==> config.mk <==
export PLATFORM = sky130hd
export DESIGN_NAME = echo_detector
export DESIGN_NICKNAME = d
export VERILOG_FILES = /design/src/rtl/echo_detector_pkg.sv /design/src/rtl/echo_detector_abs_mag.sv /design/src/rtl/echo_detector.sv
export SDC_FILE = /design/constraint.sdc
export NUM_CORES = 1
export LEC_CHECK = 0
export CAP_MARGIN = 10
export CORE_MARGIN = 3
export CORE_UTILIZATION = 50
export DETAILED_ROUTE_END_ITERATION = 12
export GPL_TIMING_DRIVEN = 0
export HOLD_SLACK_MARGIN = 0.06
export PLACE_DENSITY = 0.76
export REMOVE_ABC_BUFFERS = 1
export SLEW_MARGIN = 20
export SYNTH_ARGS = -nofsm -noshare
export SYNTH_HDL_FRONTEND = slang
export SYNTH_HIERARCHICAL = 1
export SYNTH_SLANG_ARGS = --single-unit
==> constraint.sdc <==
create_clock -name clk -period 2.8 [get_ports clk]
set_input_delay 0.42 -clock clk [delete_from_list [all_inputs] [get_ports clk]]
set_output_delay 0.42 -clock clk [all_outputs]
set_load 0.005 [all_outputs]
==> src/rtl/echo_detector_pkg.sv <==
// sscs_echo_pkg: shared types and default widths for the sonar echo detector.
package sscs_echo_pkg;

   typedef enum logic [1:0] {IDLE, BLANK, LISTEN} state_t;

   localparam int N_DEF    = 16;
   localparam int CNT_DEF  = 16;
   localparam int HOLD_DEF = 4;
   localparam int RUN_W    = $clog2(HOLD_DEF + 1);

   function automatic int run_width(input int hold);
      return $clog2(hold + 1);
   endfunction

endpackage

==> src/rtl/echo_detector_abs_mag.sv <==
// abs_mag: combinational magnitude of a signed sample; -2^(N-1) maps to 2^(N-1).
module abs_mag
   import sscs_echo_pkg::*;
#(
   parameter int N = N_DEF
) (
   input  logic signed [N-1:0] a,
   output logic        [N-1:0] m
);

   assign m = a[N-1] ? N'(-a) : N'(a);

endmodule

==> src/rtl/echo_detector.sv <==
// echo_detector: opens a window on each ping start and reports the first echo run of HOLD samples.
// Define ECHO_PEAK_EN to build the peak-magnitude tracker behind peak_o.
module echo_detector
   import sscs_echo_pkg::*;
#(
   parameter int N     = N_DEF,
   parameter int CNT_W = CNT_DEF,
   parameter int HOLD  = HOLD_DEF
) (
   input  logic                clk,
   input  logic                rst_n,
   input  logic                en,
   input  logic                start_i,
   input  logic                valid_i,
   input  logic signed [N-1:0] data_i,
   input  logic [N-1:0]        threshold_i,
   input  logic [CNT_W-1:0]    blank_i,
   input  logic [CNT_W-1:0]    timeout_i,
   output logic                busy_o,
   output logic                done_o,
   output logic                hit_o,
   output logic [CNT_W-1:0]    tof_o,
   output logic [N-1:0]        peak_o
);

   localparam int RW = run_width(HOLD);

   state_t           state;
   logic [CNT_W-1:0] cnt, first;
   logic [RW-1:0]    run;
   logic [N-1:0]     mag;
   logic             step, over, last, hit;

   abs_mag #(.N(N)) u_mag (.a(data_i), .m(mag));

   // a start in the same cycle as a sample wins, so that sample is not counted
   assign step = en && !start_i && valid_i && state != IDLE;
   assign over = mag > threshold_i;
   assign last = cnt == timeout_i - CNT_W'(1);
   assign hit  = state == LISTEN && over && run == RW'(HOLD - 1);

   always_ff @(posedge clk or negedge rst_n)
      if (!rst_n) begin
         state  <= IDLE;
         cnt    <= '0;
         first  <= '0;
         run    <= '0;
         busy_o <= 1'b0;
         done_o <= 1'b0;
         hit_o  <= 1'b0;
         tof_o  <= '0;
      end else begin
         done_o <= 1'b0;
         if (!en) begin
            state  <= IDLE;
            busy_o <= 1'b0;
         end else if (start_i) begin
            cnt   <= '0;
            first <= '0;
            run   <= '0;
            hit_o <= 1'b0;
            tof_o <= '0;
            // a zero-length window completes immediately without a hit
            if (timeout_i == '0) begin
               state  <= IDLE;
               busy_o <= 1'b0;
               done_o <= 1'b1;
            end else begin
               state  <= blank_i != '0 ? BLANK : LISTEN;
               busy_o <= 1'b1;
            end
         end else if (step) begin
            cnt <= cnt + CNT_W'(1);
            if (state == LISTEN) begin
               run <= over ? run + RW'(1) : '0;
               if (over && run == '0) first <= cnt;
            end
            if (hit || last) begin
               state  <= IDLE;
               busy_o <= 1'b0;
               done_o <= 1'b1;
               hit_o  <= hit;
               tof_o  <= hit ? (run == '0 ? cnt : first) : '0;
            end else if (state == BLANK && cnt == blank_i - CNT_W'(1)) begin
               state <= LISTEN;
            end
         end
      end

`ifdef ECHO_PEAK_EN
   logic [N-1:0] peak;

   // LISTEN ends at done, so the peak freezes with the result
   always_ff @(posedge clk or negedge rst_n)
      if (!rst_n)
         peak <= '0;
      else if (en && start_i)
         peak <= '0;
      else if (step && state == LISTEN && mag > peak)
         peak <= mag;

   assign peak_o = peak;
`else
   assign peak_o = '0;
`endif

endmodule

==> qor.txt <==
GR Util All Layers = 23.6%
Endpoints failing setup = 40
Total power = 1.79 mW
Final Worst Setup Slack = -0.385 ns
Wire length per cell = 16.8 um
Worst EP arrival = 3.39 ns
Syn Std Cell Area = 4660 um2
Port buffer count = 87
Worst-margin pin slew = 0.723 ns
Largest fanout on the critical path = 3
Worst Skew = 0.00781 ns
Hold WC Path Type = input pin to async pin
Peak Freq = 314 MHz
Antenna violations before repair = 0
Slew Limit Fails = 0
Status = finished with violations
Clk_lat worst skew = 0.31 ns
Number of remaining DRC errors = 0
Die H = 103 um
Area delta synth->final = 28.4%
Worst Setup Start Kind = input pin
Reg2reg end = state[1]
Syn_area_per_cell = 8.40 um2
Most frequent cells after synthesis = dfrtp_1 (56), nand2_1 (53), inv_1 (49), xor2_1 (37), nor2_1 (36)
Worst Reg-to-Reg Cells = 7
Max clock buf depth = 2
I/O pin count = 104
Ys flop type = dfrtp_1
YS warnings = 6
Post-Route Utilization = 67.3%
Fin nets = 739
Vias = 4330
Drt pass-1 iters = 5
Dpl hpwl = 8.79 mm
Root Buffer = clkbuf_8
First-pass GRT wire length = 20.0 mm
Worst-path cell with the longest stage delay = or4_4
Worst Path Required = 3.01 ns
Maximum number of pins on one net before global-route repair = 57
Clk sinks = 56
CTS Buf Count = 5
Number of DRC markers in iteration 0 = 251
Die ar. = 10500 um2
Share of cells above drive strength 1 = 13.8%
Row count = 34
Worst-path clk slew = 0.10 ns
Synth top area share = 30.1%
LEAKAGE = 2.71 nW
Gr ovfl total = 0
Synth top area cells = dfrtp_1 (30%), xor2_1 (7.0%), ha_1 (6.7%), xnor2_1 (4.9%), nand2_1 (4.3%)
Final non-filler cell total = 754
Placer Congestion = 0.864
Slowest stage delay, CP = 0.55 ns
Final worst-path cycle share = 114%
Unrepaired setup endpoints after global routing = yes
CP Capture Type = flip-flop
Hold-fix buffers at CTS = 0
Seq cells post-synth = 56
Critical path type = input pin to flip-flop
Failing checks = negative setup slack
Async SR Flop Fraction = 100%
Setup TNS Final = -11.29 ns
Post-route ant nets = 0
Slew headroom = 51.7%
Post-synthesis sequential area ratio = 30.1%
Post-Route WL = 12.7 mm
Placed insts = 723
Overall die width = 103 um
Max_cap viols = 0
Number of flops mapped to enable cells by yosys = 0
Pwr dens = 298 nW/um2
Vias in the first global route = 4120
Biggest area consumer among synthesized cells = dfrtp_1
H-tree levels = 2
Final min period = 3.18 ns
R2r setup slk = -0.23 ns
Layout fillers = 738
Vias per std cell = 5.74
Count leader, synth = dfrtp_1
Initial Util = 52.4%
Gate Count Post-Synth = 555
Synth cell types = 62
Origin of the critical flop-to-flop path = cnt[2]
Crit path cell chain = buf_8 -> or4_4 -> o41ai_4 -> xnor2_1 -> ha_1 -> a21oi_2 -> o21ai_2 -> a221o_1 -> a211o_1 -> nand3_2 -> nand2_4 -> a211oi_4 -> mux2_4
Final Hold Fails = 0
CTS tree = done
Core ar. = 8890 um2
VDD IR-drop max = 0.272 mV
Ant. Diodes = 0
[timing repair]
action / in CTS / in global routing
pin swaps: 22 / 22
cloned: 1 / 1
setup endpoints to repair: 40 / 40
gates resized for setup: 68 / 57
setup buffers: 11 / 10
[worst max-delay path: cells and delay by family]
| kind | cells | cell delay (ns) |
|---|---|---|
| AO/OA/AOI/OAI | 6 | 1.37 |
| AND/OR/NAND/NOR | 3 | 0.74 |
| multiplexers | 1 | 0.32 |
| adder cells (fa/ha/maj) | 1 | 0.27 |
| XOR/XNOR | 1 | 0.16 |
| buffers and inverters | 1 | 0.11 |
[through the flow]
| stage | worst slack, ns | hold WS [ns] | cell area (um2) |
|---|---|---|---|
| 4_1_cts | -0.437 | 0.176 | 5780 |
| 5_1_grt | -0.503 | 0.185 | 5980 |
| 3_3_place_gp | -1.79 | 0.487 | 5470 |
| 3_5_place_dp | -1.47 | 0.518 | 5500 |
| 6_report | -0.385 | 0.139 | 5980 |
| 2_1_floorplan | -0.600 | 0.124 | 4460 |
[power by group]
part / leakage (nW) / switching (mW) / internal (mW)
clock: 0.0510 / 0.268 / 0.198
combinational: 1.89 / 0.244 / 0.235
sequential: 0.777 / 0.0179 / 0.822
total: 2.71 / 0.529 / 1.26
[cells by family after synthesis]
logic type,after synthesis,share of synthesized area (%)
adder cells (fa/ha/maj),25,6.71
flip-flops,56,30.1
other,1,0.0805
multiplexers,19,4.19
AND/OR/NAND/NOR,190,22.0
AO/OA/AOI/OAI,107,15.4
buffers and inverters,93,9.34
XOR/XNOR,64,12.2
[worst max-delay path by stage]
stage,to,cells after the start,slack (ns),startpoint
after floorplan,first[0],10,-0.60,data_i[9]
after global placement,first[9],11,-1.79,data_i[8]
after detailed placement,state[1],13,-1.47,data_i[8]
after CTS,state[1],13,-0.44,data_i[1]
after global routing,first[3],16,-0.50,data_i[5]
final,state[1],13,-0.38,data_i[5]
[state kept, by name, indices dropped and copies added (netlist names)]
name,flops
cnt,16
first,16
tof_o,16
run,3
state,2
busy_o,1
done_o,1
hit_o,1
[cell usage in the layout (no fill, tap or decap), types with 5 or more instances in the layout]
cell type	count
a21oi_1	14
a31oi_1	5
buf_4	19
clkbuf_8	6
clkdlybuf4s50_1	64
conb_1	16
dfrtp_1	56
dlygate4sd2_1	7
dlymetal6s2s_1	5
ha_1	23
inv_1	46
mux2i_1	18
nand2_1	50
nand2b_1	6
nand3_1	13
nand3b_1	17
nand4_1	8
nand4b_1	5
nor2_1	33
nor3_1	14
o21ai_0	10
o21ai_1	21
o22ai_1	17
xnor2_1	26
xor2_1	37
[routing by layer]
metal  share of wire (%)  vias to the layer above  GRT usage [%]  wire [um]
met3                 6.1                       33           3.04        769
met5                   0                        -              0          0
met2                  49                      159           40.5       6270
met4                 3.0                        0           7.87        375
li1                    -                     2085              -          -
met1                  42                     2053           31.0       5270
[final cells by class]
class	count	area (um2)	share of cell area, %
clock buffer	6	82.6	1.38
clock inverter	2	10.0	0.167
inverter	49	184	3.07
multi-input combinational	421	3080	51.5
sequential	56	1400	23.4
tap	108	135	2.26
timing repair buffer	112	1090	18.2
Note: power is estimated with default switching activity, not from simulation.
